--- src/rtl/enable_seq_pkg.sv ---
// Shared types and widths for the enable sequencer.
// One table step is a channel mask plus a hold time in cycles.
package enable_seq_pkg;

  localparam int NUM_CH = 4;
  localparam int DEPTH  = 8;
  localparam int CNT_W  = 16;
  localparam int IDX_W  = $clog2(DEPTH);
  localparam int LEN_W  = IDX_W + 1;

  typedef enum logic {
    IDLE,
    RUN
  } state_e;

  typedef struct packed {
    logic [NUM_CH-1:0] mask;
    logic [CNT_W-1:0]  hold;
  } step_t;

  // A hold of zero still shows its step for one cycle.
  function automatic logic [CNT_W-1:0] hold_reload(
    input logic [CNT_W-1:0] h
  );
    logic [CNT_W-1:0] r;
    r = '0;
    if (h != '0) r = h - 1'b1;
    return r;
  endfunction

  function automatic logic [LEN_W-1:0] clamp_len(
    input logic [LEN_W-1:0] l
  );
    logic [LEN_W-1:0] r;
    r = l;
    if (l > LEN_W'(DEPTH)) r = LEN_W'(DEPTH);
    return r;
  endfunction

endpackage

--- src/rtl/enable_seq_table.sv ---
// Step table: one write port, one async read port,
// synchronous clear of every entry.
module enable_seq_table
  import enable_seq_pkg::*;
(
  input  logic             clk,
  input  logic             rst,
  input  logic             we,
  input  logic [IDX_W-1:0] wr_addr,
  input  step_t            wr_data,
  input  logic [IDX_W-1:0] rd_addr,
  output step_t            rd_data
);

  step_t mem [DEPTH];

  always_ff @(posedge clk) begin
    if (rst) begin
      for (int i = 0; i < DEPTH; i++) begin
        mem[i] <= '0;
      end
    end else if (we) begin
      mem[wr_addr] <= wr_data;
    end
  end

  assign rd_data = mem[rd_addr];

endmodule

--- src/rtl/enable_seq.sv ---
// Plays (mask, hold) steps from the table onto registered
// enable lines, one-shot or looping until abort.
module enable_seq
  import enable_seq_pkg::*;
(
  input  logic              clk,
  input  logic              rst,
  input  logic              cfg_we,
  input  logic [IDX_W-1:0]  cfg_addr,
  input  logic [NUM_CH-1:0] cfg_mask,
  input  logic [CNT_W-1:0]  cfg_hold,
  input  logic [LEN_W-1:0]  cfg_len,
  input  logic              repeat_en,
  input  logic              start,
  input  logic              abort,
  output logic [NUM_CH-1:0] enable,
  output logic              busy,
  output logic              done,
  output logic [IDX_W-1:0]  step_idx
);

  state_e            state_q, state_d;
  logic [IDX_W-1:0]  idx_q, idx_d;
  logic [CNT_W-1:0]  cnt_q, cnt_d;
  logic [NUM_CH-1:0] en_q, en_d;
  logic              busy_q, busy_d;
  logic              done_q, done_d;
  logic [LEN_W-1:0]  len_q, len_d;
  logic              rep_q, rep_d;

  logic              tbl_we;
  logic [IDX_W-1:0]  rd_addr;
  step_t             rd_data;
  step_t             wr_step;
  step_t             nxt_step;
  logic              is_last;
  logic [LEN_W-1:0]  len_eff;

  // Table is frozen while playing.
  assign tbl_we  = cfg_we && (state_q == IDLE);
  assign wr_step = '{mask: cfg_mask, hold: cfg_hold};
  assign len_eff = clamp_len(cfg_len);
  assign is_last = ({1'b0, idx_q} == (len_q - 1'b1));

  assign rd_addr = (state_q == RUN && !is_last)
                 ? idx_q + 1'b1 : '0;

  // A write to step 0 in the start cycle must be what plays.
  assign nxt_step = (tbl_we && cfg_addr == '0)
                  ? wr_step : rd_data;

  enable_seq_table u_table (
    .clk     (clk),
    .rst     (rst),
    .we      (tbl_we),
    .wr_addr (cfg_addr),
    .wr_data (wr_step),
    .rd_addr (rd_addr),
    .rd_data (rd_data)
  );

  always_comb begin
    state_d = state_q;
    idx_d   = idx_q;
    cnt_d   = cnt_q;
    en_d    = en_q;
    busy_d  = busy_q;
    done_d  = 1'b0;
    len_d   = len_q;
    rep_d   = rep_q;
    unique case (state_q)
      IDLE: begin
        if (start && !abort) begin
          if (len_eff == '0) begin
            done_d = 1'b1;
          end else begin
            state_d = RUN;
            busy_d  = 1'b1;
            idx_d   = '0;
            en_d    = nxt_step.mask;
            cnt_d   = hold_reload(nxt_step.hold);
            len_d   = len_eff;
            rep_d   = repeat_en;
          end
        end
      end
      RUN: begin
        if (abort) begin
          state_d = IDLE;
          busy_d  = 1'b0;
          en_d    = '0;
          idx_d   = '0;
          cnt_d   = '0;
        end else if (cnt_q != '0) begin
          cnt_d = cnt_q - 1'b1;
        end else if (is_last && !rep_q) begin
          state_d = IDLE;
          busy_d  = 1'b0;
          done_d  = 1'b1;
          en_d    = '0;
          idx_d   = '0;
        end else begin
          idx_d = is_last ? '0 : idx_q + 1'b1;
          en_d  = nxt_step.mask;
          cnt_d = hold_reload(nxt_step.hold);
        end
      end
      default: begin
        state_d = IDLE;
        busy_d  = 1'b0;
        en_d    = '0;
        idx_d   = '0;
        cnt_d   = '0;
      end
    endcase
  end

  always_ff @(posedge clk) begin
    if (rst) begin
      state_q <= IDLE;
      idx_q   <= '0;
      cnt_q   <= '0;
      en_q    <= '0;
      busy_q  <= 1'b0;
      done_q  <= 1'b0;
      len_q   <= '0;
      rep_q   <= 1'b0;
    end else begin
      state_q <= state_d;
      idx_q   <= idx_d;
      cnt_q   <= cnt_d;
      en_q    <= en_d;
      busy_q  <= busy_d;
      done_q  <= done_d;
      len_q   <= len_d;
      rep_q   <= rep_d;
    end
  end

  assign enable   = en_q;
  assign busy     = busy_q;
  assign done     = done_q;
  assign step_idx = idx_q;

endmodule

--- config.mk ---
export PLATFORM = sky130hd
export DESIGN_NAME = enable_seq
export DESIGN_NICKNAME = d
export VERILOG_FILES = /design/src/rtl/enable_seq_pkg.sv /design/src/rtl/enable_seq_table.sv /design/src/rtl/enable_seq.sv
export SDC_FILE = /design/constraint.sdc
export NUM_CORES = 1
export LEC_CHECK = 0
export ABC_CLOCK_PERIOD_IN_PS = 4750
export BUFFER_PORTS_ARGS = -buffer_cell sky130_fd_sc_hd__buf_2
export CAP_MARGIN = 40
export CORE_UTILIZATION = 55
export CTS_CLUSTER_DIAMETER = 30
export DETAILED_ROUTE_END_ITERATION = 10
export HOLD_SLACK_MARGIN = 0.03
export PLACE_DENSITY = 0.8
export SLEW_MARGIN = 5
export SYNTH_ARGS = -nofsm -noshare
export SYNTH_HDL_FRONTEND = slang
export SYNTH_SLANG_ARGS = --single-unit
--- constraint.sdc ---
create_clock -name clk -period 4.75 [get_ports clk]
set_input_delay 0.2375 -clock clk [delete_from_list [all_inputs] [get_ports clk]]
set_output_delay 0.2375 -clock clk [all_outputs]
set_load 0.01 [all_outputs]
# Word level (Yosys, flattened, before mapping)
# Memories as Yosys holds them, arrays and structs flattened.
# Index checks and enable logic that the tools add are counted.
dict set report classes {
  add_sub_neg 4
  order_cmp 1
  eq_ne 6
  muxes 49
  n_bitwise 2
  n_reduce_logical 17
}
# op count
set op_table {}
lappend op_table {{$mux 16} 6}
lappend op_table {{$mux 20} 2}
lappend op_table {{$pmux 16 s2} 1}
lappend op_table {{$reduce_bool 16->1} 2}
lappend op_table {{$sub 16x1->16 const B} 2}
lappend op_table {{$mux 3} 8}
lappend op_table {{$mux 4} 6}
lappend op_table {{$mux 1} 21}
lappend op_table {{$reduce_or 20->1} 1}
lappend op_table {{$reduce_and 3->1} 3}
lappend op_table {{$pmux 4 s2} 1}
lappend op_table {{$pmux 1 s2} 3}
lappend op_table {{$pmux 3 s2} 1}
lappend op_table {{$logic_and 1x1->1} 5}
lappend op_table {{$eq 3x4->1} 1}
lappend op_table {{$gt 4x4->1 const B} 1}
lappend op_table {{$logic_not 4->1} 1}
lappend op_table {{$ne 4x4->1 const B} 1}
lappend op_table {{$reduce_and 4->1} 1}
lappend op_table {{$sub 4x1->4 const B} 1}
lappend op_table {{$add 3x1->3 const B} 1}
lappend op_table {{$logic_not 1->1} 3}
lappend op_table {{$logic_not 3->1} 1}
lappend op_table {{$ne 3x2->1 const B} 1}
lappend op_table {{other kinds (4)} 5}
dict set report word_totals {
  register_bits 31
  ramBits 160
  in_bits 33
  wordCells 88
  mem_count 1
}
# name depth word_bits rd rd_ports_with_merged_regs write_ports line
set mem_list {}
lappend mem_list {u_table.mem 8 20 1 0 8 enable_seq_table.sv:15} ;# step_t mem [DEPTH];

# Logic depth before layout (Yosys ltp)
# Gate-level depths: netlist (run 1).
# An unclocked memory read counts as a cell.
dict set report depth {
  word_depth 13
  ltp_mapped 16
  ltp_nobuf 13
}

# By module
# From an unflattened synthesis (run 1), not the netlist that was laid out.
dict set report unflattened {
  cells_unflattened 826
  area_unflattened_um2 9960.8
}
# module instances cells_per_inst area_each_um2
set by_module_without_submodules {}
lappend by_module_without_submodules {enable_seq_table 1 462 7280.7}
lappend by_module_without_submodules {enable_seq 1 364 2680.1}

# Least setup slack after synthesis (run 1)
# No wires, ideal clock.
dict set report synth_path {
  path_kind {register to register}
  start {reg idx_q[1] (netlist: step_idx[1])}
  end {reg cnt_q[7]}
  setup_time_ns 0.132
  t_arrival_ns 3.660
  required_ns 4.618
  slack_ns 0.958
  path_stages_with_launch 17
  path_cell_list {dfxtp_1 ha_1 buf_2 buf_2 buf_2 mux2i_1 nor2_1 a221o_1 o32ai_1 a21o_1 ha_1 nand3_1 nor4_4 a21oi_2 buf_4 a221oi_1 nor3_1}
}
dict set report synth_via {
  elab_chain_cells 12
}
# item line
set synth_rtl {}
lappend synth_rtl {{from (decl)} enable_seq.sv:23} ;# logic [IDX_W-1:0] idx_q, idx_d;
lappend synth_rtl {{from (signal assigned)} enable_seq.sv:130} ;# idx_q <= idx_d;
lappend synth_rtl {{parallel branches: the longest is 12 deep, another holds $mem_v2 8x20} --}
lappend synth_rtl {{to (signal assigned)} enable_seq.sv:131} ;# cnt_q <= cnt_d;
lappend synth_rtl {{to (decl)} enable_seq.sv:24} ;# logic [CNT_W-1:0] cnt_q, cnt_d;
# Parallel ways; which one is timed is not known. The select of a mux whose other input is x is not followed.
# A chain may end at the register's enable or synchronous reset.

# Final worst setup path (run 1)
dict set report layout_path {
  start {reg idx_q[0] (netlist: step_idx[0])}
  end {reg cnt_q[0]}
}
# The elaborated chain is that of the path after synthesis.

==> impl_metrics.tcl, run 1 <==
set metrics [dict create \
    syn_to_final_growth_pct 10.74 \
    yosys_most_used_dff "edfxtp_1" \
    drtPass1Iterations 5 \
    hold_viol 0 \
    place_ws_ns 0.7552 \
    syn_area_per_cell_um2 10.84 \
    drtIter0Drc 950 \
    rrSetupSlack_ns 0.61 \
    skew_ns 0.01242 \
    hp-start "rst" \
    max_slew_margin 0.3764 \
    finalMaxSlewViolations 0 \
    cts_tree "done" \
    antenna_found_initial 0 \
    rows 48 \
    rr_startpoint "step_idx[0]" \
    vias 7377 \
    ys_ff_latch 191 \
    status "completed" \
    stdcell_count 1158 \
    avgRoutedWirePerCell_um 22.22 \
    initial_core_util 0.5622 \
    grt_pass1_vias 6953 \
    synth_area_mm2 0.009691 \
    clkTransAtPathRegs_ns 0.07 \
    drc 0 \
    syn_inst 894 \
    start_kind "flip-flop" \
    placed_cells 1125 \
    endpoint_kind "flip-flop" \
    diodes 0 \
    min_period_ns 4.143 \
    stdcell_area_mm2 0.01073 \
    power_leakage_nw 3.905 \
    dp_hpwl_um 16180 \
    grt_first_pass_wirelength_um 39700 \
    yosys.area.top_type "edfxtp_1" \
    coreArea_mm2 0.01724 \
    synth_most_common_cell "and2_1" \
    cp.arrival_ns 4.48 \
    port_buffers 41 \
    pwr-share-seq 0.513 \
    yosysTopAreaCellShare 0.4958 \
    layout_setup_ws_ns 0.6074 \
    cts_setup_buffers 0 \
    holdCritPathClass "in2reg" \
    worst_pin_slew_ns 0.9303 \
    r2r_end "cnt_q[0]" \
    die_h_um 134.7 \
    crit_type "reg2reg" \
    rsz0062_at_grt "no" \
    die_w_um 134.7 \
    p_sw_frac 0.2714 \
    placed_cell_area_mm2 0.01015 \
    nets 958 \
    clock_sinks 191 \
    clk_latency_ns 0.43 \
    drive_gt1_frac 0.1340 \
    cellPowerDensity_mw_per_mm2 350.8 \
    rr_worst_depth 10 \
    synthArstFlopShare 0 \
    clkPwrFrac 0.368 \
    synth-edff-count 160 \
    clock_path_buffers 2 \
    htreeDepth 4 \
    root_buffer "clkbuf_16" \
    grt_max_degree 39 \
    io_pins 42 \
    maxCapViolations 0 \
    syn_nets 932 \
    internal_power_w 0.002743 \
    gp_congestion 0.8776 \
    fillers 1330 \
    antenna_left 0 \
    totalNegativeSetupSlack_ns 0 \
    vdd_ir_drop_max_uv 278.9 \
    grt.total_usage 0.2946 \
    min_path_cells 2 \
    setup_viol 0 \
    ctsResizeCount 0 \
    max_clock_freq_mhz 241.4 \
    vias_per_cell 6.370 \
    cts_buffers 17 \
    die-area_mm2 0.01815 \
    synth_commonest_cells "and2_1, edfxtp_1, nor2_1, clkbuf_1, nand2_1" \
    yosysUniqueCellTypes 57 \
    synth-warning-count 0 \
    ctsHoldBuffers 0 \
    yosysSeqAreaShare 0.5598 \
    grt_overflow_total 0 \
    crit_fanout 36 \
    p_comb_frac 0.119 \
    yosys-top-cells-area "edfxtp_1, and2_1, dfxtp_1, mux2i_1, nor2_1" \
    drt_wl_total_um 25740 \
    cp.required_ns 5.09 \
    holdPathEnd "cnt_q[4]" \
    p_sw_w 0.001022 \
    post-route-period-util 0.8721 \
]
-- kinds of logic (layout without fill, tap and decap cells) --
kind of cell             count (synthesis)  count (layout)  synth area share
adder cells (fa/ha/maj)                  5               5          0.006456
flip-flops                             191             191            0.5598
AND/OR/NAND/NOR                        390             390            0.2220
buffers and inverters                   67             106           0.02802
AO/OA/AOI/OAI                          184             184            0.1250
XOR/XNOR                                25              25           0.02260
multiplexers                            32              32           0.03615
-- power by group through the flow --
stage / clock, W / sequential (W) / combinational [W]
5_1_grt: 0.00146 / 0.00194 / 0.000487
3_3_place_gp: 0 / 0.00196 / 0.000425
4_1_cts: 0.00139 / 0.00193 / 0.000439
2_1_floorplan: 0 / 0.00195 / 0.000296
6_report: 0.00139 / 0.00193 / 0.000448
3_5_place_dp: 0 / 0.00197 / 0.000435
-- worst max-delay path: stages (launching register included) --
cell and delay, ns:
dfxtp_1 0.33, buf_4 0.43, inv_1 0.43, o21ai_0 0.76, o21ai_0 0.19, a31oi_1 0.52, nor3_1 0.17, and2_1 0.25
a21oi_2 0.48, a221oi_1 0.20, a211oi_1 0.25
-- state kept, by name, summed over array words and instances, names as in the netlist --
register	flops
busy	1
cnt_q	16
done	1
enable	4
len_q	4
rep_q	1
state_q	1
step_idx	3
u_table.mem	160
-- worst max-delay path by stage --
stage / from / endpoint / cells past startpoint
2_1_floorplan: step_idx[1] / cnt_q[7] / 16
3_3_place_gp: len_q[0] / cnt_q[0] / 14
3_5_place_dp: step_idx[0] / cnt_q[0] / 10
4_1_cts: len_q[0] / cnt_q[0] / 14
5_1_grt: step_idx[0] / cnt_q[0] / 10
6_report: step_idx[0] / cnt_q[0] / 10
-- metrics by stage --
stage	utilization	power [W]	hold WS [ns]
after floorplan	-	0.002251	0.3735
after global placement	0.5873	0.002388	0.4401
after detailed placement	0.5889	0.002401	0.4494
after CTS	0.6220	0.003762	0.03343
after global routing	0.6226	0.003880	0.08015
final	0.6226	0.003765	0.08919
-- cells in the final DEF, fill, tap and decap left out, types with 8 or more instances in the layout --
| master | instances |
|---|---|
| buf_2 | 41 |
| a221oi_1 | 10 |
| nand3_1 | 38 |
| nand2_1 | 47 |
| nand2b_1 | 11 |
| and2_1 | 165 |
| a21oi_1 | 45 |
| mux2i_1 | 26 |
| a22oi_1 | 8 |
| a31oi_1 | 12 |
| o21ai_0 | 43 |
| or2_2 | 8 |
| clkbuf_16 | 17 |
| xor2_1 | 11 |
| dfxtp_1 | 31 |
| buf_4 | 23 |
| o221ai_1 | 9 |
| xnor2_1 | 13 |
| nor3_1 | 20 |
| edfxtp_1 | 160 |
| nor2_1 | 62 |
| o32ai_1 | 11 |
-- final cells by class --
cell class,instances,area (um^2),share of cell area
clock inverter,15,146.4,0.01364
clock buffer,17,425.4,0.03964
timing repair buffer,66,399.1,0.03719
tap,225,281.5,0.02623
sequential,191,5425,0.5055
multi-input combinational,636,4024,0.3750
inverter,8,30.03,0.002798
-- metal layers --
metal  global-route usage  part of all wire  routed length, um  up-vias
li1                     -                 -                  -     3335
met1               0.4009              0.40              10270     3493
met2               0.4568              0.46              11860      486
met3              0.05818              0.11               2733       63
met4               0.1367             0.034                874        0
met5                    0                 0                  0        -
No activity file was read; power rests on OpenSTA's default activity.
==> run 2: changes to the inputs <==
--- a/config.mk
+++ b/config.mk
@@ -9,6 +9,7 @@
 export BUFFER_PORTS_ARGS = -buffer_cell sky130_fd_sc_hd__buf_2
 export CAP_MARGIN = 40
 export CORE_UTILIZATION = 55
+export CTS_BUF_LIST = sky130_fd_sc_hd__clkbuf_2
 export CTS_CLUSTER_DIAMETER = 30
 export DETAILED_ROUTE_END_ITERATION = 10
 export HOLD_SLACK_MARGIN = 0.03
==> run 2 against run 1 <==
Effect of this change:
- sequential cell count stayed put
- utilization fell by 0.10 points
- wire length grew 0.50%
- critical path depth unchanged
- fmax fell by 1.3%
- hold slack lost 0.0076 ns
==> impl_metrics.tcl, run 2 (synthesized netlist as in run 1, its figures left out) <==
set metrics [dict create \
    finalMaxSlewViolations 0 \
    p_sw_w 0.0009707 \
    fillers 1359 \
    io_pins 42 \
    place_ws_ns 0.7552 \
    initial_core_util 0.5622 \
    cellPowerDensity_mw_per_mm2 298.8 \
    cts_setup_buffers 0 \
    p_sw_frac 0.3032 \
    clock_path_buffers 2 \
    start_kind "flip-flop" \
    htreeDepth 4 \
    cp.required_ns 5.48 \
    avgRoutedWirePerCell_um 21.72 \
    clk_latency_ns 0.81 \
    vias_per_cell 6.290 \
    cts_buffers 17 \
    totalNegativeSetupSlack_ns 0 \
    antenna_found_initial 1 \
    cts_tree "done" \
    ctsResizeCount 0 \
    mostFrequentLayoutCell "and2_1" \
    top_regs "u_table.mem x160, cnt_q x16" \
    drtPass1Iterations 7 \
    drc 0 \
    holdCritPathClass "in2reg" \
    die_h_um 134.7 \
    stdcell_count 1191 \
    crit_fanout 36 \
    pwr-share-seq 0.603 \
    die-area_mm2 0.01815 \
    post-route-period-util 0.8837 \
    internal_power_w 0.002231 \
    rr_startpoint "step_idx[0]" \
    nets 990 \
    drt_wl_total_um 25870 \
    drtIter0Drc 948 \
    rsz0062_at_grt "no" \
    grt_overflow_total 0 \
    min_path_cells 3 \
    skew_ns 0.02327 \
    clock_sinks 191 \
    cp.arrival_ns 4.93 \
    largest_register "u_table.mem" \
    largest_reg_flops 160 \
    vias 7491 \
    p_comb_frac 0.146 \
    grt.total_usage 0.2950 \
    ctsHoldBuffers 32 \
    grt_first_pass_wirelength_um 39750 \
    rows 48 \
    vdd_ir_drop_max_uv 142.3 \
    hold_ws_ns 0.08155 \
    syn_to_final_growth_pct 10.56 \
    dp_hpwl_um 16180 \
    crit_start "step_idx[0]" \
    endpoint_kind "flip-flop" \
    antenna_left 0 \
    placed_cells 1125 \
    final_cell_mix "and2_1, edfxtp_1, nor2_1" \
    layout_setup_ws_ns 0.5524 \
    power_leakage_nw 3.900 \
    crit_type "reg2reg" \
    setup_viol 0 \
    grt_pass1_vias 7037 \
    grt_max_degree 39 \
    rr_worst_depth 10 \
    die_w_um 134.7 \
    maxCapViolations 0 \
    hp-start "cfg_addr[2]" \
    port_buffers 41 \
    hold_viol 0 \
    status "completed" \
    gp_congestion 0.8776 \
    coreArea_mm2 0.01724 \
    min_period_ns 4.198 \
    drive_gt1_frac 0.1295 \
    root_buffer "clkbuf_2" \
    worst_pin_slew_ns 0.9416 \
    max_slew_margin 0.3688 \
    max_clock_freq_mhz 238.2 \
    clkTransAtPathRegs_ns 0.30 \
    clkPwrFrac 0.251 \
]
-- run 2: cell count changes in the layout (fill, tap and decap cells not counted), sizes merged --
cell,delta
diode,+1
dlygate4sd3,+32
-- run 2: power groups by stage --
stage / registers (W) / logic, W / clock network, W
floorplan: 0.00195 / 0.000296 / 0
global placement: 0.00196 / 0.000425 / 0
detailed placement: 0.00197 / 0.000435 / 0
CTS: 0.00193 / 0.000457 / 0.000802
global route: 0.00194 / 0.000506 / 0.000861
finish: 0.00193 / 0.000468 / 0.000803
-- run 2: final timing paths --
path | slack [ns] | to
min reg2reg | 0.48 | busy
max | 0.55 | cnt_q[0]
min | 0.08 | u_table.mem[0][6]
max reg2reg | 0.55 | cnt_q[0]
-- run 2: cell type report --
class	instances	area, um^2	share of cell area
Tap cell	225	281.5	0.02628
Clock inverter	15	146.4	0.01366
Multi-Input combinational cell	636	4024	0.3756
Inverter	8	30.03	0.002803
Sequential cell	191	5425	0.5064
Timing Repair Buffer	98	719.4	0.06715
Antenna cell	1	2.502	0.0002336
Clock buffer	17	85.08	0.007941
-- run 2: per-layer routing --
metal / wire length (um) / vias to the layer above / part of all wire / track usage
met3: 2621 / 79 / 0.10 / 0.05518
met5: 0 / - / 0 / 0
met2: 11860 / 448 / 0.46 / 0.4599
li1: - / 3398 / - / -
met1: 10410 / 3566 / 0.40 / 0.4057
met4: 974 / 0 / 0.038 / 0.1255
-- run 2: worst max-delay path, stage by stage, from the launching register on --
cell      delay (ns)
dfxtp_1         0.40
buf_4           0.42
inv_1           0.44
o21ai_0         0.76
o21ai_0         0.19
a31oi_1         0.53
nor3_1          0.17
and2_1          0.25
a21oi_2         0.48
a221oi_1        0.20
a211oi_1        0.25
-- run 2: per-stage QoR --
stage / util / total power (W) / cell area, um^2
after detailed placement: 0.5889 / 0.002401 / 10150
after global placement: 0.5873 / 0.002388 / 10120
after CTS: 0.6209 / 0.003189 / 10700
after global routing: 0.6216 / 0.003306 / 10710
after floorplan: - / 0.002251 / 9691
final: 0.6216 / 0.003201 / 10710
==> run 3: changes to the inputs <==
--- a/config.mk
+++ b/config.mk
@@ -5,6 +5,7 @@
 export SDC_FILE = /design/constraint.sdc
 export NUM_CORES = 1
 export LEC_CHECK = 0
+export ABC_AREA = 1
 export ABC_CLOCK_PERIOD_IN_PS = 4750
 export BUFFER_PORTS_ARGS = -buffer_cell sky130_fd_sc_hd__buf_2
 export CAP_MARGIN = 40
==> run 3 against run 2 <==
Effect of this change:
- clock power grew 7.3%
- wire length grew 5.5%
- fmax shrank 5.2%
- critical endpoint is now len_q[0]
- global-route usage grew 1.0 points
- utilization grew 1.5 points
- setup slack lost 0.23 ns
- sequential cell count is the same
- sequential power grew 3%
- count of clock-buffer cells in the layout grew 1
- critical path type unchanged
- die area grew 3.2%
==> impl_metrics.tcl, run 3 <==
set metrics [dict create \
    status "completed" \
    cts_buffers 17 \
    yosys.area.top_type "edfxtp_1" \
    synth_top_family_by_area "simple AND/OR/NAND/NOR gates" \
    finalMaxSlewViolations 0 \
    syn_area_per_cell_um2 8.360 \
    largest_register "u_table.mem" \
    yosys_most_used_dff "edfxtp_1" \
    clock_path_buffers 2 \
    drt_wl_total_um 27290 \
    yosys-top-cells-area "edfxtp_1, nor2_1, nand2_1, dfxtp_1, nand3_1" \
    drc 0 \
    grt_first_pass_wirelength_um 42270 \
    synth_mux_area_frac 0 \
    synth_commonest_cells "nor2_1, nand2_1, edfxtp_1, inv_1, nand3_1" \
    p_sw_w 0.001272 \
    synthAdderAreaFrac 0.006252 \
    top_regs "u_table.mem x160, cnt_q x16" \
    syn_inst 1197 \
    clkTransAtPathRegs_ns 0.27 \
    synthArstFlopShare 0 \
    rows 48 \
    drtPass1Iterations 5 \
    drive_gt1_frac 0.1107 \
    seq_area_mm2 0.005426 \
    skew_ns 0.04433 \
    antenna_found_initial 1 \
    yosysTopAreaCellShare 0.4801 \
    p_sw_frac 0.3343 \
    synth_most_common_cell "nor2_1" \
    holdCritPathClass "in2reg" \
    crit_type "reg2reg" \
    totalNegativeSetupSlack_ns 0 \
    grt.total_usage 0.3053 \
    grt_overflow_total 0 \
    use_met2 0.4794 \
    multiInputGateArea_mm2 0.003719 \
    max_clock_freq_mhz 225.9 \
    stdcell_area_mm2 0.01116 \
    ys_ff_latch 191 \
    nets 1299 \
    p_comb_frac 0.250 \
    rsz0062_at_grt "no" \
    dp_hpwl_um 17150 \
    mostFrequentLayoutCell "nor2_1" \
    synth_simple_gate_area_frac 0.2844 \
    met1_usage 0.4027 \
    worst_pin_slew_ns 0.9066 \
    yosysUniqueCellTypes 39 \
    setup_viol 0 \
    cp-endpoint "len_q[0]" \
    die-area_mm2 0.01874 \
    synth_xor_area_frac 0.01400 \
    maxCapViolations 0 \
    htreeDepth 4 \
    crit_start "cnt_q[5]" \
    cts_tree "done" \
    endpoint_kind "flip-flop" \
    yosysSeqAreaShare 0.5421 \
    vdd_ir_drop_max_uv 176.0 \
    syn_to_final_growth_pct 11.55 \
    cellPowerDensity_mw_per_mm2 340.8 \
    layout_setup_ws_ns 0.3234 \
    port_buffers 41 \
    coreArea_mm2 0.01754 \
    root_buffer "clkbuf_2" \
    rrSetupSlack_ns 0.32 \
    gr-max-usage-layer "met2" \
    synth_area_mm2 0.01001 \
    max_slew_margin 0.3900 \
    initial_core_util 0.5706 \
    drtIter0Drc 1167 \
    clock_sinks 191 \
    fillers 1514 \
    synth-edff-count 160 \
    post-route-period-util 0.9319 \
    start_kind "flip-flop" \
    hold_viol 0 \
    synth_compound_area_frac 0.06689 \
    power_leakage_nw 4.907 \
    io_pins 42 \
    synth-warning-count 0 \
    syn_nets 1235 \
    r2r_end "len_q[0]" \
    vias_per_cell 5.829 \
    crit_fanout 10 \
    final_cell_mix "nor2_1, nand2_1, edfxtp_1" \
    min_period_ns 4.427 \
    avgRoutedWirePerCell_um 18.20 \
    antenna_left 0 \
    internal_power_w 0.002532 \
    clkPwrFrac 0.227 \
    ctsResizeCount 0 \
    rr_startpoint "cnt_q[5]" \
    placed_cell_area_mm2 0.01052 \
    vias 8744 \
    rr_worst_depth 15 \
    cp.arrival_ns 5.17 \
    clk_latency_ns 0.80 \
    place_ws_ns 1.082 \
    die_h_um 136.9 \
    die_w_um 136.9 \
    grt_max_degree 73 \
    grt_pass1_vias 8132 \
    cp.required_ns 5.49 \
    pwr-share-seq 0.524 \
    met3_usage 0.07000 \
    gp_congestion 0.9013 \
    largest_reg_flops 160 \
]
run 3: changes by cell type after synthesis, moves of 16 or more:
cell     before  now
o21ai_0      43   27
and2_1      165    0
nand4_1       6   43
nor2_1       62  267
mux2i_1      26    0
inv_1         7  143
or2_2         8   26
nand2_1      47  182
nor3_1       22    2
nand3_1      38  112
run 3: how the worst min path moves through the flow:
stage	depth (start not counted)	endpoint	slack [ns]	from
global route	6	u_table.mem[7][11]	0.12	cfg_addr[1]
CTS	7	step_idx[0]	0.07	start
global placement	2	enable[0]	0.45	enable[0]
finish	7	step_idx[0]	0.12	start
detailed placement	2	enable[3]	0.46	enable[3]
floorplan	2	rep_q	0.37	repeat_en
run 3: power groups by stage:
stage	logic (W)	clock network, W	registers (W)
finish	0.000950	0.000862	0.00199
CTS	0.000933	0.000863	0.00199
global placement	0.000870	0	0.00202
global route	0.00106	0.000930	0.00200
floorplan	0.000671	0	0.00200
detailed placement	0.000904	0	0.00203
run 3: timing repair:
action	in CTS	in global routing
hold buffers	39	0
endpoints found under the setup margin	0	0
endpoints found under the hold margin	186	0
setup buffers	0	0
run 3: final cells by class:
type	instances	area share
antenna	1	0.0002242
inverter	156	0.05245
clock buffer	18	0.008070
multi-input combinational	789	0.3331
sequential	191	0.4861
timing repair buffer	106	0.08003
clock inverter	14	0.01479
tap	225	0.02522
run 3: per-layer routing:
metal	vias up	wire, um
met3	80	2752
met2	484	12620
met4	0	877
li1	4074	-
met1	4106	11050
met5	-	0
run 3: worst max-delay path, cell delays in order, from the launching register on:
cell           delay (ns)
dfxtp_1              0.40
nor2_1               0.24
nand2_1              0.12
nor2_1               0.17
nand4_1              0.25
inv_1                0.24
nor2_1               0.08
nor2_1               0.33
clkinv_1             0.40
nor3_1               0.30
inv_1                0.23
nor2_1               0.25
nand2_1              0.09
dlygate4sd3_1        0.57
a21oi_1              0.13
dlygate4sd3_1        0.56
run 3: kinds of logic (layout without fill, tap and decap cells):
group                    Yosys count  in the layout
AND/OR/NAND/NOR                  651            651
buffers and inverters            217            294
flip-flops                       191            191
AO/OA/AOI/OAI                    117            117
XOR/XNOR                          16             16
adder cells (fa/ha/maj)            5              5
other                              0              1
run 3: metrics by stage:
step / total power (W) / hold slack [ns] / utilization / instances
after floorplan: 0.002669 / 0.3724 / - / 1197
after global placement: 0.002893 / 0.4534 / 0.5908 / 1421
after detailed placement: 0.002929 / 0.4576 / 0.5996 / 1428
after CTS: 0.003784 / 0.07310 / 0.6364 / 1499
after global routing: 0.003988 / 0.1213 / 0.6366 / 1500
final: 0.003804 / 0.1208 / 0.6366 / 1500
